File: config.mk
export PLATFORM = sky130hd
export DESIGN_NAME = display_scan_controller
export DESIGN_NICKNAME = d
export VERILOG_FILES = /design/src/rtl/display_scan_controller.sv
export SDC_FILE = /design/constraint.sdc
export NUM_CORES = 1
export LEC_CHECK = 0
export BUFFER_PORTS_ARGS = -buffer_cell sky130_fd_sc_hd__buf_2
export CAP_MARGIN = 20
export CORE_ASPECT_RATIO = 1.5
export CORE_MARGIN = 2
export CORE_UTILIZATION = 61
export CTS_CLUSTER_SIZE = 8
export DETAILED_ROUTE_END_ITERATION = 16
export GPL_TIMING_DRIVEN = 0
export PLACE_DENSITY = 0.85
export SLEW_MARGIN = 10
export SYNTH_ARGS = -nofsm -noshare
export SYNTH_HDL_FRONTEND = slang
export SYNTH_SLANG_ARGS = --single-unit
File: constraint.sdc
create_clock -name clk -period 6.2 [get_ports clk]
set_input_delay 1.24 -clock clk [delete_from_list [all_inputs] [get_ports clk]]
set_output_delay 1.24 -clock clk [all_outputs]
set_load 0.1 [all_outputs]
File: src/rtl/display_scan_controller.sv
// display_scan_controller
//   Time-multiplexed scan controller for an N_DIGITS common-anode 7-segment
//   display. A packed hex value and its masks are captured once per frame.
//   Each digit is then given a fixed slot: a blanking gap with every anode
//   off, followed by the lit period. A digit that is disabled keeps its slot
//   but stays dark, so the frame length, and with it the brightness, does not
//   depend on the mask.
// Ports
//   clk        : system clock, rising edge
//   reset      : asynchronous, active-high reset
//   value      : packed hex digits, digit i = value[4*i+3:4*i]
//   en_mask    : 1 = digit i displayed
//   dp_mask    : 1 = decimal point lit on digit i
//   digit      : nibble for the segment decoder
//   anode      : active-low digit enables (at most one low)
//   dp         : active-low decimal point
//   frame_done : one-cycle pulse on the first cycle after a frame ends
module display_scan_controller #(
  parameter int N_DIGITS     = 8,
  parameter int REFRESH_DIV  = 100000,
  parameter int BLANK_CYCLES = 16
) (
  input  logic                  clk,
  input  logic                  reset,
  input  logic [4*N_DIGITS-1:0] value,
  input  logic [N_DIGITS-1:0]   en_mask,
  input  logic [N_DIGITS-1:0]   dp_mask,
  output logic [3:0]            digit,
  output logic [N_DIGITS-1:0]   anode,
  output logic                  dp,
  output logic                  frame_done
);

  localparam int MAX_CNT = (REFRESH_DIV > BLANK_CYCLES) ? REFRESH_DIV : BLANK_CYCLES;
  localparam int CNT_W   = (MAX_CNT > 1) ? $clog2(MAX_CNT) : 1;
  localparam int IDX_W   = (N_DIGITS > 1) ? $clog2(N_DIGITS) : 1;

  localparam logic [CNT_W-1:0] BLANK_LAST = CNT_W'(BLANK_CYCLES - 1);
  localparam logic [CNT_W-1:0] SHOW_LAST  = CNT_W'(REFRESH_DIV - 1);
  localparam logic [IDX_W-1:0] IDX_LAST   = IDX_W'(N_DIGITS - 1);

  typedef enum logic [1:0] {IDLE, BLANK, SHOW} state_t;

  state_t                state, state_n;
  logic [IDX_W-1:0]      idx, idx_n;
  logic [CNT_W-1:0]      cnt, cnt_n;
  logic [4*N_DIGITS-1:0] value_q, value_n;
  logic [N_DIGITS-1:0]   en_q, en_n;
  logic [N_DIGITS-1:0]   dp_q, dp_n;
  logic [3:0]            digit_n;
  logic [N_DIGITS-1:0]   anode_n;
  logic                  dpo_n;
  logic                  frame_done_n;

  // Next-state logic. Outputs are derived from the *next* state, index and
  // shadow values so the registered outputs change on the same edge as the
  // state they describe.
  always_comb begin
    state_n      = state;
    idx_n        = idx;
    cnt_n        = cnt + CNT_W'(1);
    value_n      = value_q;
    en_n         = en_q;
    dp_n         = dp_q;
    frame_done_n = 1'b0;

    unique case (state)
      IDLE: begin
        cnt_n = '0;
        if (|en_mask) begin
          value_n = value;
          en_n    = en_mask;
          dp_n    = dp_mask;
          idx_n   = '0;
          state_n = BLANK;
        end
      end
      BLANK: begin
        if (cnt == BLANK_LAST) begin
          cnt_n   = '0;
          state_n = SHOW;
        end
      end
      SHOW: begin
        if (cnt == SHOW_LAST) begin
          cnt_n = '0;
          if (idx == IDX_LAST) begin
            frame_done_n = 1'b1;
            idx_n        = '0;
            if (|en_mask) begin
              value_n = value;
              en_n    = en_mask;
              dp_n    = dp_mask;
              state_n = BLANK;
            end else begin
              state_n = IDLE;
            end
          end else begin
            idx_n   = idx + IDX_W'(1);
            state_n = BLANK;
          end
        end
      end
      default: begin
        state_n = IDLE;
        cnt_n   = '0;
        idx_n   = '0;
      end
    endcase

    anode_n = '1;
    dpo_n   = 1'b1;
    digit_n = '0;
    if (state_n == BLANK) begin
      digit_n = value_n[4*idx_n +: 4];
    end else if (state_n == SHOW) begin
      digit_n        = value_n[4*idx_n +: 4];
      anode_n[idx_n] = ~en_n[idx_n];
      dpo_n          = ~(dp_n[idx_n] & en_n[idx_n]);
    end
  end

  always_ff @(posedge clk or posedge reset) begin
    if (reset) begin
      state      <= IDLE;
      idx        <= '0;
      cnt        <= '0;
      value_q    <= '0;
      en_q       <= '0;
      dp_q       <= '0;
      digit      <= '0;
      anode      <= '1;
      dp         <= 1'b1;
      frame_done <= 1'b0;
    end else begin
      state      <= state_n;
      idx        <= idx_n;
      cnt        <= cnt_n;
      value_q    <= value_n;
      en_q       <= en_n;
      dp_q       <= dp_n;
      digit      <= digit_n;
      anode      <= anode_n;
      dp         <= dpo_n;
      frame_done <= frame_done_n;
    end
  end

endmodule

==> metrics list, run 1 <==
- TritonCTS built the clock tree.
* Required time at the worst-slack endpoint: 6.47 ns
* Setup crit end kind: register
- In this run, post-CTS hold repair placed 0 buffers.
- After synthesis, the share of flip-flops with an asynchronous set or reset is 1.000.
- Clock Path Buffers: 2
* Status: finished clean
* Post-synth net total: 475
* Initial antenna violation count: 0
* Origin of the worst setup path: en_mask[3]
- Headroom to the max-slew limit came out at 0.4960.
* # setup viols final: 0
- Count of inserted antenna diode cells: 0
- Distinct cell type count after synthesis: 58
* Starting DRC count in detailed routing: between 200 and 300
* Cell chain of the critical path: buf_2, or4_1, nor4_2, a221o_4, a22o_2, o21ai_1, and2b_1, nor4_4, nand4_1
- Nets: 550
- Library cell occupying the most area in the post-synthesis netlist: sky130_fd_sc_hd__dfrtp_1
- Launch instance of the worst register-to-register path: cnt[0]$_DFF_PP0_
- The number of failing hold endpoints at the final stage was 0.
- Synthesis-stage register bit count: 84
- During synthesis, Yosys emitted a total of 0 warnings.
- Final worst path period share: 0.6302
- Global-route wire length before repair: approximately 17 mm
- For the final database, setup skew stands at 0.01360 ns.
- The share of the Yosys chip area taken by registers is 0.5121.
* Die Width: 71.16 microns
* Pin count of the biggest net entering global routing: 50
- Area used by multi-input combinational logic: 1891 sq um
- Along the worst path, the maximum fanout reaches 9.
* Top FF cell, synth: sky130_fd_sc_hd__dfrtp_1
- Across every metal layer, demand over resource in global routing totals 0.2832.
* DP Area: between 4000 and 5000 sq um
- The path class of the tightest hold or removal check is register to register.
- DRC Markers: 0
* Per-cell routed wire length: roughly 17 microns
- Minimum clock period after layout: 3.907 ns
- sky130_fd_sc_hd__nor2_1 is the most common cell in the netlist.
- Routability-driven placement finished with a final weighted congestion of 0.8238.
- 64 I/O pins were placed.
- Total power density per cell area: 411.7 nW/um^2
* EDFF count, synth: 0
- Once the clock tree was built, the setup fixing pass inserted 0 buffers.
* Avg Synthesized Cell Area: 9.872 sq um
- Data arrives at the worst endpoint at around 4.2 ns.
* Register area: between 2000 and 2500 sq um
* Setup TNS after final layout: 0 ns
- Cell family contributing the most delay on the critical path: simple AND/OR/NAND/NOR gates
- Clock tree synthesis inserted a total of 9 buffers.
- Worst setup path class: input pin to register
- The mapped netlist covers 4126 sq um.
* Total of cells resized after clock tree synthesis: 0
- The detail route stage leaves a number of antenna-violating nets equal to 0.
- RSZ-0062 raised after global routing: no
- The region available for standard cell placement spans 6531 sq um.
- Final max-slew violation count: 0
* Starting density of the core: 0.6318
- Total number of placement rows: 36
- STA classifies the critical path startpoint as an input pin.
- At the pin with the least slew margin, the transition time is about 0.75 ns.
- Among all stages on the critical path, the largest delay is contributed by sky130_fd_sc_hd__nor4_4.
* Total number of clock tree sinks: 84
- Post-route cell area: 4816 sq um
* Post-synth top area share: 0.4548
* Total vias in the final route: about 3500
* Max IR drop VDD: just over 0.2 mV
- The cell sitting at the root of the clock tree is a sky130_fd_sc_hd__clkbuf_8.
- Post-Syn Instances: 418
- Total die area: between 7000 and 8000 sq um
* Slowest stage delay, CP: 0.62 ns
- First-pass iteration count of the detailed router: 7
* Crit path buf inv count: 1
* Total length of routed wires: 9.935 mm
- Input/output buffers: 63
* HPWL Detailed: around 7.3 mm
* Clock slew seen by the registers of the worst setup and hold paths: 0.09 ns
- Timing-limited maximum frequency: 255.9 MHz
- The later pin in the worst-skew pair is clocked with a latency of 0.37 ns.
- H-tree lvl count: 3
* Pre-CTS setup slack: 1.917 ns
- Fillcell total: 479
- Proportion of layout cells with a drive suffix above 1: 0.2410
- Leakage component of the power: approximately 2.2 nW
- Hold path startpoint: cnt[0]$_DFF_PP0_
- Congestion Overflow GR: 0
- Number of global-route vias before repair: 3595
- Max-cap violations in this run came to 0.
* Synth-to-layout area growth: 16.71%
- Most numerous cell types in the synthesized netlist: sky130_fd_sc_hd__nor2_1, sky130_fd_sc_hd__dfrtp_1, sky130_fd_sc_hd__a21oi_1, sky130_fd_sc_hd__nand2_1, sky130_fd_sc_hd__a22o_1
* Leading post-synthesis cells by cell area: sky130_fd_sc_hd__dfrtp_1, sky130_fd_sc_hd__nor2_1, sky130_fd_sc_hd__dfstp_2, sky130_fd_sc_hd__a22o_1, sky130_fd_sc_hd__a21oi_1
* Die height: 104.7 microns
- Measured on the finished design, the core utilization comes to 0.7374.
- After layout, the worst setup slack is 2.293 ns.
* Number of vias per cell: 6.073
==> registers in the layout, indices dropped and copies added, names as in the netlist <==
signal,cells
en_q,8
anode,8
state,2
cnt,17
value_q,32
dp,1
dp_q,8
frame_done,1
idx,3
digit,4
==> metal layers <==
metal	part of all wire	track usage	routed length (microns)	up-vias
li1	-	-	-	1643
met1	0.37	0.3092	3717	1697
met2	0.54	0.5159	5382	115
met4	0.041	0.1402	411	0
met5	0	0	0	-
met3	0.043	0.04436	424	31
==> through the flow <==
stage / cells / total power, mW / hold WS [ns]
2_1_floorplan: 418 / 1.312 / 0.4494
3_3_place_gp: 557 / 1.462 / 0.4645
3_5_place_dp: 558 / 1.499 / 0.4807
4_1_cts: 574 / 1.982 / 0.5006
5_1_grt: 574 / 2.085 / 0.5221
6_report: 574 / 1.983 / 0.4943
==> placed cells by master, fill, tap and decap left out, types with 9 or more instances in the layout <==
cell type                  synthesis  routed
sky130_fd_sc_hd__a21oi_1          30      30
sky130_fd_sc_hd__a22o_1           18      18
sky130_fd_sc_hd__buf_2            11      74
sky130_fd_sc_hd__clkbuf_8          0      10
sky130_fd_sc_hd__dfrtp_1          75      75
sky130_fd_sc_hd__dfstp_2           9       9
sky130_fd_sc_hd__inv_1            10       9
sky130_fd_sc_hd__nand2_1          28      28
sky130_fd_sc_hd__nand3_1          15      15
sky130_fd_sc_hd__nor2_1           86      86
sky130_fd_sc_hd__o21ai_0          14      14
sky130_fd_sc_hd__xnor2_1           9       9
==> power breakdown <==
group | internal [mW] | total [mW] | switching [mW] | leakage, nW
registers | 0.722 | 0.790 | 0.0685 | 1.04
logic | 0.238 | 0.709 | 0.471 | 1.00
clock network | 0.281 | 0.483 | 0.202 | 0.124
total | 1.24 | 1.98 | 0.742 | 2.17
==> worst paths after layout <==
kind | end | slack (ns) | cells past startpoint
max | dp$_DFF_PP1_ | 2.29 | 9
min | cnt[0]$_DFF_PP0_ | 0.49 | 1
max reg2reg | digit[1]$_DFF_PP0_ | 2.88 | 12
min reg2reg | cnt[0]$_DFF_PP0_ | 0.49 | 1
max in group asynchronous | anode[0]$_DFF_PP1_ | 4.65 | 3
min in group asynchronous | value_q[23]$_DFF_PP0_ | 0.88 | 2
==> cell families after synthesis <==
logic type / share of synthesized area
compound gates: 0.1844
xor+xnor: 0.03184
fa+ha+maj: 0.02122
buf+inv: 0.02972
flops: 0.5121
mux: 0.01001
simple gates: 0.2107
==> layout make-up <==
class                      count  share of cell area
sequential                    84              0.4388
multi-input combinational    307              0.3926
timing repair buffer          64             0.07119
clock buffer                  11             0.02936
clock inverter                 5             0.02234
tap                           76             0.01975
buffer                        17             0.01767
inverter                      10            0.008314
Power figures use the tool's default switching activity.
==> run 2, diff against run 1 <==
CORE_UTILIZATION = 51   (was 61)
PLACE_DENSITY = 0.76   (was 0.85)
clock period = 3.3 ns   (was 6.2 ns; I/O delays follow)
==> run 2 against run 1 <==
  * Via count shrank 1.0%
  * Sequential share of layout area is 1.3 points lower
  * Critical path depth grew 1
  * Clock skew is 0.0066 ns lower
  * First-iteration DRC count decreased by 12%
  * Core utilization decreased by 11 points
  * Non-clock buffer count rose by 2
  * Die area up 19%
  * Register-to-register slack worse by 2.7 ns
  * Largest cell class unchanged
==> metrics list, run 2 (synthesis gave the netlist of run 1 again) <==
* Sum of internal, switching and leakage power: 3.907 mW
* Timing-limited maximum frequency: 320.8 MHz
- In this run the static leakage power is about 2.2 nW.
* HPWL Detailed: 7.336 mm
* Synth-to-layout area growth: 20.35%
- Classification of the worst-slack hold path: input pin to asynchronous set/reset pin
- The pre-antenna-repair detailed-routing pass consisted of 5 iterations.
- The worst setup path is captured at a register.
* Worst setup path class: register to register
* Critical path peak fanout: 8
- TritonCTS created 9 clock buffers.
- Of the cells placed in the final design, the portion with a size suffix greater than 1 is 0.2605.
* Congestion Overflow GR: 0
- The via count of the first global-routing pass is about 3400.
- Fin util: 0.6241
* Fillcell total: 661
* Metal2 WL: 5.400 mm
* Startpoint type of the worst setup path: register
- Pin slew with the least headroom to its limit: a little over 0.7 ns
- For the worst setup path, the data arrival time is 3.37 ns.
- Starting density of the core: 0.5186
- For this block, the via count after detailed routing is 3450.
- Worst relative slew slack: 0.5169
* Count of inserted antenna diode cells: 0
* Max reg flops: 32
* Total die area: about 8800 sq um
* Nets: about 550
- Buffers placed on the I/O ports in this run total 63.
- Post-route cell area: 4966 sq um
- The critical path starts at cnt[0]$_DFF_PP0_.
- In the detailed route, the total length drawn on met3 is 506 microns.
- The clock tree synthesis step divided the H-tree into 3 levels.
- For this block, wires on met1 add up to 3.764 mm.
* Max-cap violations: 0
* Final worst path period share: 0.9445
- Most frequent cells in the layout: sky130_fd_sc_hd__nor2_1, sky130_fd_sc_hd__dfrtp_1, sky130_fd_sc_hd__buf_2
* Status: finished clean
- Global-route wire length before repair: 16.39 mm
* Total length of routed wires: about 10 mm
- Entering global routing, the biggest net connects 67 pins.
- Die height: 114.2 microns
* Clock Path Buffers: 2
- The setup check on the worst reg-to-reg path leaves a slack of 0.18 ns.
- For this run, design rule violations remaining after detail routing come to 0.
- Initial antenna violation count: 0
* Top flop regs: value_q (32), cnt (17)
- Minimum clock period after layout: 3.117 ns
- For this design, the CTS-stage hold fixing added 0 buffers.
* Clock tree skew after final layout: 0.007000 ns
* Total number of placement rows: 40
* Total power density per cell area: around 800 nW/um^2
- Die Width: 77.45 microns
- Per-cell routed wire length: 16.60 microns
* Total core area: roughly 8000 sq um
- Pin placement for this block handled 64 I/O pins.
- Counting flops per register, the top entry is value_q.
- Summing all placed instances gives a cell area of 4603 sq um.
- Max IR drop VDD: 0.4785 mV
- The most critical setup path has its endpoint at anode[4]$_DFF_PP1_.
- After the first detailed-routing iteration, the DRC count stood at roughly 230.
- Setup violations remaining at the end of the flow were counted as 0.
- Worst hold slack: 0.2562 ns
- The highest metal layer carrying signal wires in the routed design is met4.
- For the worst setup path, the data required time is about 3.6 ns.
- The clock reaches the later pin of the worst-skew pair after around 0.34 ns.
* Total number of clock tree sinks: 84
- Most frequent standard cell in the layout excluding fill and tap cells: sky130_fd_sc_hd__nor2_1
* Launch instance of the worst register-to-register path: cnt[0]$_DFF_PP0_
* Detail Route Antenna Nets: 0
- CTS tree: built
- Setup TNS after final layout: 0 ns
* Weighted congestion reported at the end of routability-driven placement: 0.8875
* Final count of hold timing violations: 0
- The final-report max-slew violation count came to 0.
- The worst register-to-register path has a depth of 10.
* FF-to-FF End: anode[4]$_DFF_PP1_
- CTS root buffer: sky130_fd_sc_hd__clkbuf_16
* GR Util All Layers: 0.2383
- Number of vias per cell: 5.712
- After clock tree synthesis, the clock-pin slew on the worst setup and hold paths is 0.06 ns.
## run 2: per-layer routing
layer	global-route usage	vias up
li1	-	1656
met4	0.1155	0
met2	0.4342	124
met1	0.2651	1642
met3	0.04495	28
met5	0	-
## run 2: what timing repair did
action	in CTS	in global routing
pin swaps	1	0
gates cloned	0	0
resized for setup	0	14
endpoints found under the setup margin	3	13
setup buffers	2	0
## run 2: per-stage QoR
step,std cells,setup WS [ns]
5_1_grt,604,-0.008249
3_5_place_dp,587,-0.4473
6_report,604,0.1831
4_1_cts,604,0.01753
2_1_floorplan,418,0.3991
3_3_place_gp,586,-0.4994
## run 2: area by class of cell
| type | instances | area (sq um) | share of cell area |
|---|---|---|---|
| Clock inverter | 6 | 90.09 | 0.01814 |
| Inverter | 10 | 40.04 | 0.008062 |
| Tap cell | 105 | 131.4 | 0.02646 |
| Timing Repair Buffer | 66 | 357.8 | 0.07206 |
| Buffer | 17 | 90.09 | 0.01814 |
| Multi-Input combinational cell | 307 | 1918 | 0.3862 |
| Sequential cell | 84 | 2113 | 0.4255 |
| Clock buffer | 9 | 225.2 | 0.04535 |
## run 2: worst max-delay path: stages (launching register included)
cell,delay (ns)
sky130_fd_sc_hd__dfrtp_1,0.40
sky130_fd_sc_hd__ha_2,0.23
sky130_fd_sc_hd__nand3_2,0.12
sky130_fd_sc_hd__or3_4,0.41
sky130_fd_sc_hd__a221o_4,0.50
sky130_fd_sc_hd__a32oi_4,0.33
sky130_fd_sc_hd__or2b_2,0.27
sky130_fd_sc_hd__o22ai_2,0.12
sky130_fd_sc_hd__nor4_4,0.32
sky130_fd_sc_hd__buf_4,0.22
sky130_fd_sc_hd__nand3_1,0.09
## run 2: power by group
group	switching [mW]	internal (mW)
logic	0.897	0.464
registers	0.122	1.36
clock network	0.407	0.659
total	1.43	2.48
## run 2: how the worst min path moves through the flow
| stage | startpoint | to | slack (ns) | cells after the start |
|---|---|---|---|---|
| after CTS | reset | value_q[25]$_DFF_PP0_ | 0.26 | 2 |
| after global routing | reset | value_q[27]$_DFF_PP0_ | 0.28 | 2 |
| after global placement | value_q[18]$_DFF_PP0_ | value_q[18]$_DFF_PP0_ | 0.47 | 2 |
| final | reset | value_q[27]$_DFF_PP0_ | 0.26 | 2 |
| after floorplan | value_q[18]$_DFF_PP0_ | value_q[18]$_DFF_PP0_ | 0.45 | 2 |
| after detailed placement | dp_q[0]$_DFF_PP0_ | dp_q[0]$_DFF_PP0_ | 0.49 | 1 |
==> run 3, diff against run 2 <==
--- a/config.mk
+++ b/config.mk
@@ -12,5 +12,4 @@
 export CORE_UTILIZATION = 51
-export CTS_CLUSTER_SIZE = 8
+export CTS_CLUSTER_SIZE = 40
 export DETAILED_ROUTE_END_ITERATION = 16
-export GPL_TIMING_DRIVEN = 0
 export PLACE_DENSITY = 0.76
==> constraint.sdc (replaced) <==
create_clock -name clk -period 3.3 [get_ports clk]
set_input_delay 0 -clock clk [delete_from_list [all_inputs] [get_ports clk]]
set_output_delay 0 -clock clk [all_outputs]
set_load 0.1 [all_outputs]
==> run 3 against run 2 <==
  * First-iteration DRC count increased by 0.88%
  * Highest routed layer unchanged
  * Worst hold slack got worse by 0.25 ns
  * Fmax down 0.74%
  * Non-clock buffer count is 34 higher
==> metrics list, run 3 (synthesis gave the netlist of run 1 again) <==
- The final layout contains routed wiring with a total length of 10.32 mm.
* DRC Markers: 0
- For this design the static power due to leakage is around 2.4 nW.
- At the worst endpoint, the required time is 3.55 ns.
- The critical path contains buffers and inverters numbering 0 combined.
* Input/output buffers: 63
- Once detailed placement completed, the half-perimeter wirelength came to 7.027 mm.
- Worst setup path class: register to register
- Global routing finished with a remaining overflow of 0.
- Between clock sinks in the finished design, the worst skew comes to 0.005619 ns.
* Startpoint type of the worst setup path: register
* CTS tree: built
- Max-cap violations: 0
* Clock Path Buffers: 2
- The share of total power dissipated in sequential elements is 0.376.
- The largest registers in the layout are value_q (32), cnt (17).
- Across the VDD grid, the largest voltage drop is around 0.37 mV.
* Gate power share: 0.351
* Starting DRC count in detailed routing: 229
- CP Data Arrival Time: 3.39 ns
- Clock slew seen by the registers of the worst setup and hold paths: 0.06 ns
- Using the TritonRoute via totals, the vias-per-cell ratio works out to 5.637.
- Counting I/O delays and the setup requirement, the final critical path takes about 3.1 ns.
* Global-route wire length before repair: 16.99 mm
- Headroom to the max-slew limit came out at 0.5219.
* Sum of internal, switching and leakage power: 3.933 mW
* # setup viols final: 0
- Total vias in the final route: 3602
- Starting density of the core: 0.5186
- Pin slew with the least headroom to its limit: 0.7172 ns
- Switching share of power: 0.3597
- In this design, the largest share of critical-path delay is due to simple AND/OR/NAND/NOR gates.
- Die Width: 77.45 microns
- The detail route stage leaves a number of antenna-violating nets equal to 0.
* Total power density per cell area: 734.9 nW/um^2
- The initialized floorplan defines 40 standard-cell rows.
- In this run the vertical extent of the chip is approximately 110 microns.
* Clock share of power: 0.273
- Metal2 WL: around 5.5 mm
- Final worst path period share: 0.9516
- Status: finished clean
* Top-Level Pins: 64
- Derived from the worst setup path, the maximum achievable clock frequency is 318.4 MHz.
- Most frequent cells in the layout: sky130_fd_sc_hd__nor2_1, sky130_fd_sc_hd__dfrtp_1, sky130_fd_sc_hd__buf_2
- After detailed routing, the met3 layer carries roughly 350 microns of wire.
* RSZ-0062 raised after global routing: no
- Number of global-route vias before repair: about 3600
* Synth-to-layout area growth: 29.71%
- Setup TNS after final layout: 0 ns
* Finished Layout Cells: around 640
- Max Used Layer: met4
* Register with the most flip-flops: value_q
* First-pass iteration count of the detailed router: 5
- Clock buffer count from CTS: 9
- The largest single stage delay on the critical path is around 0.52 ns.
* Pin count of the biggest net entering global routing: between 50 and 60
- In this run the worst hold path is classified as input pin to register.
- In the final layout, the share of cells above drive strength 1 is 0.2191.
- Pre-CTS setup slack: 0.1540 ns
* Met1 wire length: 4.111 mm
- Cell count after placement: 577
- In the final routed layout, each cell accounts on average for 16.14 microns.
- Total number of clock tree sinks: 84
- Total net switching power: around 1.4 mW
- Leaving out fill and tap cells, the most frequent cell in the layout is sky130_fd_sc_hd__nor2_1.
* Weighted congestion reported at the end of routability-driven placement: about 0.9
* Worst setup margin: approximately 0.16 ns
- Total core area: 7958 sq um
* Int Pwr: 2.519 mW
- Walking the worst path, the cells encountered are ha_1, nand3_1, or3_4, a221o_4, a22oi_4, or2b_2, nor4_1, a211oi_1, a41oi_1.
- The number of failing hold endpoints at the final stage came to 0.
* Nets: 586
* Initial antenna violation count: 0
- Clk_lat worst skew: approximately 0.34 ns
- Max reg flops: 32
- The die covers 8842 sq um.
- The largest individual stage delay along the critical path comes from the cell sky130_fd_sc_hd__a221o_4.
- The number of antenna diodes in the final layout is 0.
- In this run the number of H-tree levels came out at 3.
* Critical path peak fanout: 11
- The tree is rooted in a sky130_fd_sc_hd__clkbuf_16.
- In the global route stage, overall resource usage came out at 0.2439.
* Setup crit end kind: register
* Final max-slew violation count: 0
-- run 3: cell count changes in the layout (fill, tap and decap cells not counted), moves of 2 or more --
cell,change
sky130_fd_sc_hd__a221oi_1,+2
sky130_fd_sc_hd__a221oi_2,-2
sky130_fd_sc_hd__buf_12,+2
sky130_fd_sc_hd__buf_2,-10
sky130_fd_sc_hd__buf_4,+6
sky130_fd_sc_hd__clkbuf_2,-2
sky130_fd_sc_hd__dlygate4sd3_1,+44
sky130_fd_sc_hd__o21ai_0,+3
sky130_fd_sc_hd__o21ai_1,-2
-- run 3: cell type report --
class	count	area, sq um
fill	569	2605
timing repair buffer	117	855.8
clock buffer	11	232.7
clock inverter	5	85.08
sequential	84	2113
inverter	10	38.79
tap	105	131.4
multi-input combinational	307	1896
-- run 3: per-layer routing --
| metal | track usage | up-vias |
|---|---|---|
| met2 | 0.4417 | 111 |
| met1 | 0.2815 | 1742 |
| li1 | - | 1722 |
| met3 | 0.02603 | 27 |
| met5 | 0 | - |
| met4 | 0.1310 | 0 |
-- run 3: worst reg2reg max path: cells and delay by family, from the launching register on --
kind	cells	cell delay [ns]
AOI/OAI and AO/OA	4	1.16
adders and majority gates	1	0.22
DFF	1	0.39
and+or+nand+nor	4	1.28
-- run 3: worst paths after layout --
kind	startpoint	end	slack (ns)	cells past startpoint
setup / recovery	cnt[0]$_DFF_PP0_	digit[2]$_DFF_PP0_	0.16	9
hold / removal	en_mask[3]	en_q[3]$_DFF_PP0_	0.002	2
setup reg to reg	cnt[0]$_DFF_PP0_	digit[2]$_DFF_PP0_	0.16	9
hold reg to reg	value_q[18]$_DFF_PP0_	value_q[18]$_DFF_PP0_	0.50	2
max in group asynchronous	reset	digit[0]$_DFF_PP0_	2.01	4
min in group asynchronous	reset	value_q[17]$_DFF_PP0_	0.20	3
-- run 3: metrics by stage --
step	util	area (sq um)	hold slack [ns]
after floorplan	-	4126	0.1238
after global placement	0.5748	4574	0.03314
after detailed placement	0.5748	4574	0.03278
after CTS	0.6701	5333	0.005489
after global routing	0.6726	5353	0.01621
final	0.6726	5353	0.001769
-- run 3: what timing repair did --
item / in CTS / in global routing
resized for setup: 0 / 1
hold buffers: 44 / 0
buffers inserted: 0 / 2
setup endpoints to repair: 0 / 9
hold endpoints to repair: 70 / 0
-- run 3: power groups by stage --
| stage | sequential (mW) | combinational (mW) | clock (mW) |
|---|---|---|---|
| 6_report | 1.48 | 1.38 | 1.07 |
| 3_5_place_dp | 1.49 | 1.32 | 0 |
| 2_1_floorplan | 1.61 | 0.857 | 0 |
| 3_3_place_gp | 1.48 | 1.30 | 0 |
| 4_1_cts | 1.48 | 1.37 | 1.09 |
| 5_1_grt | 1.51 | 1.52 | 1.12 |
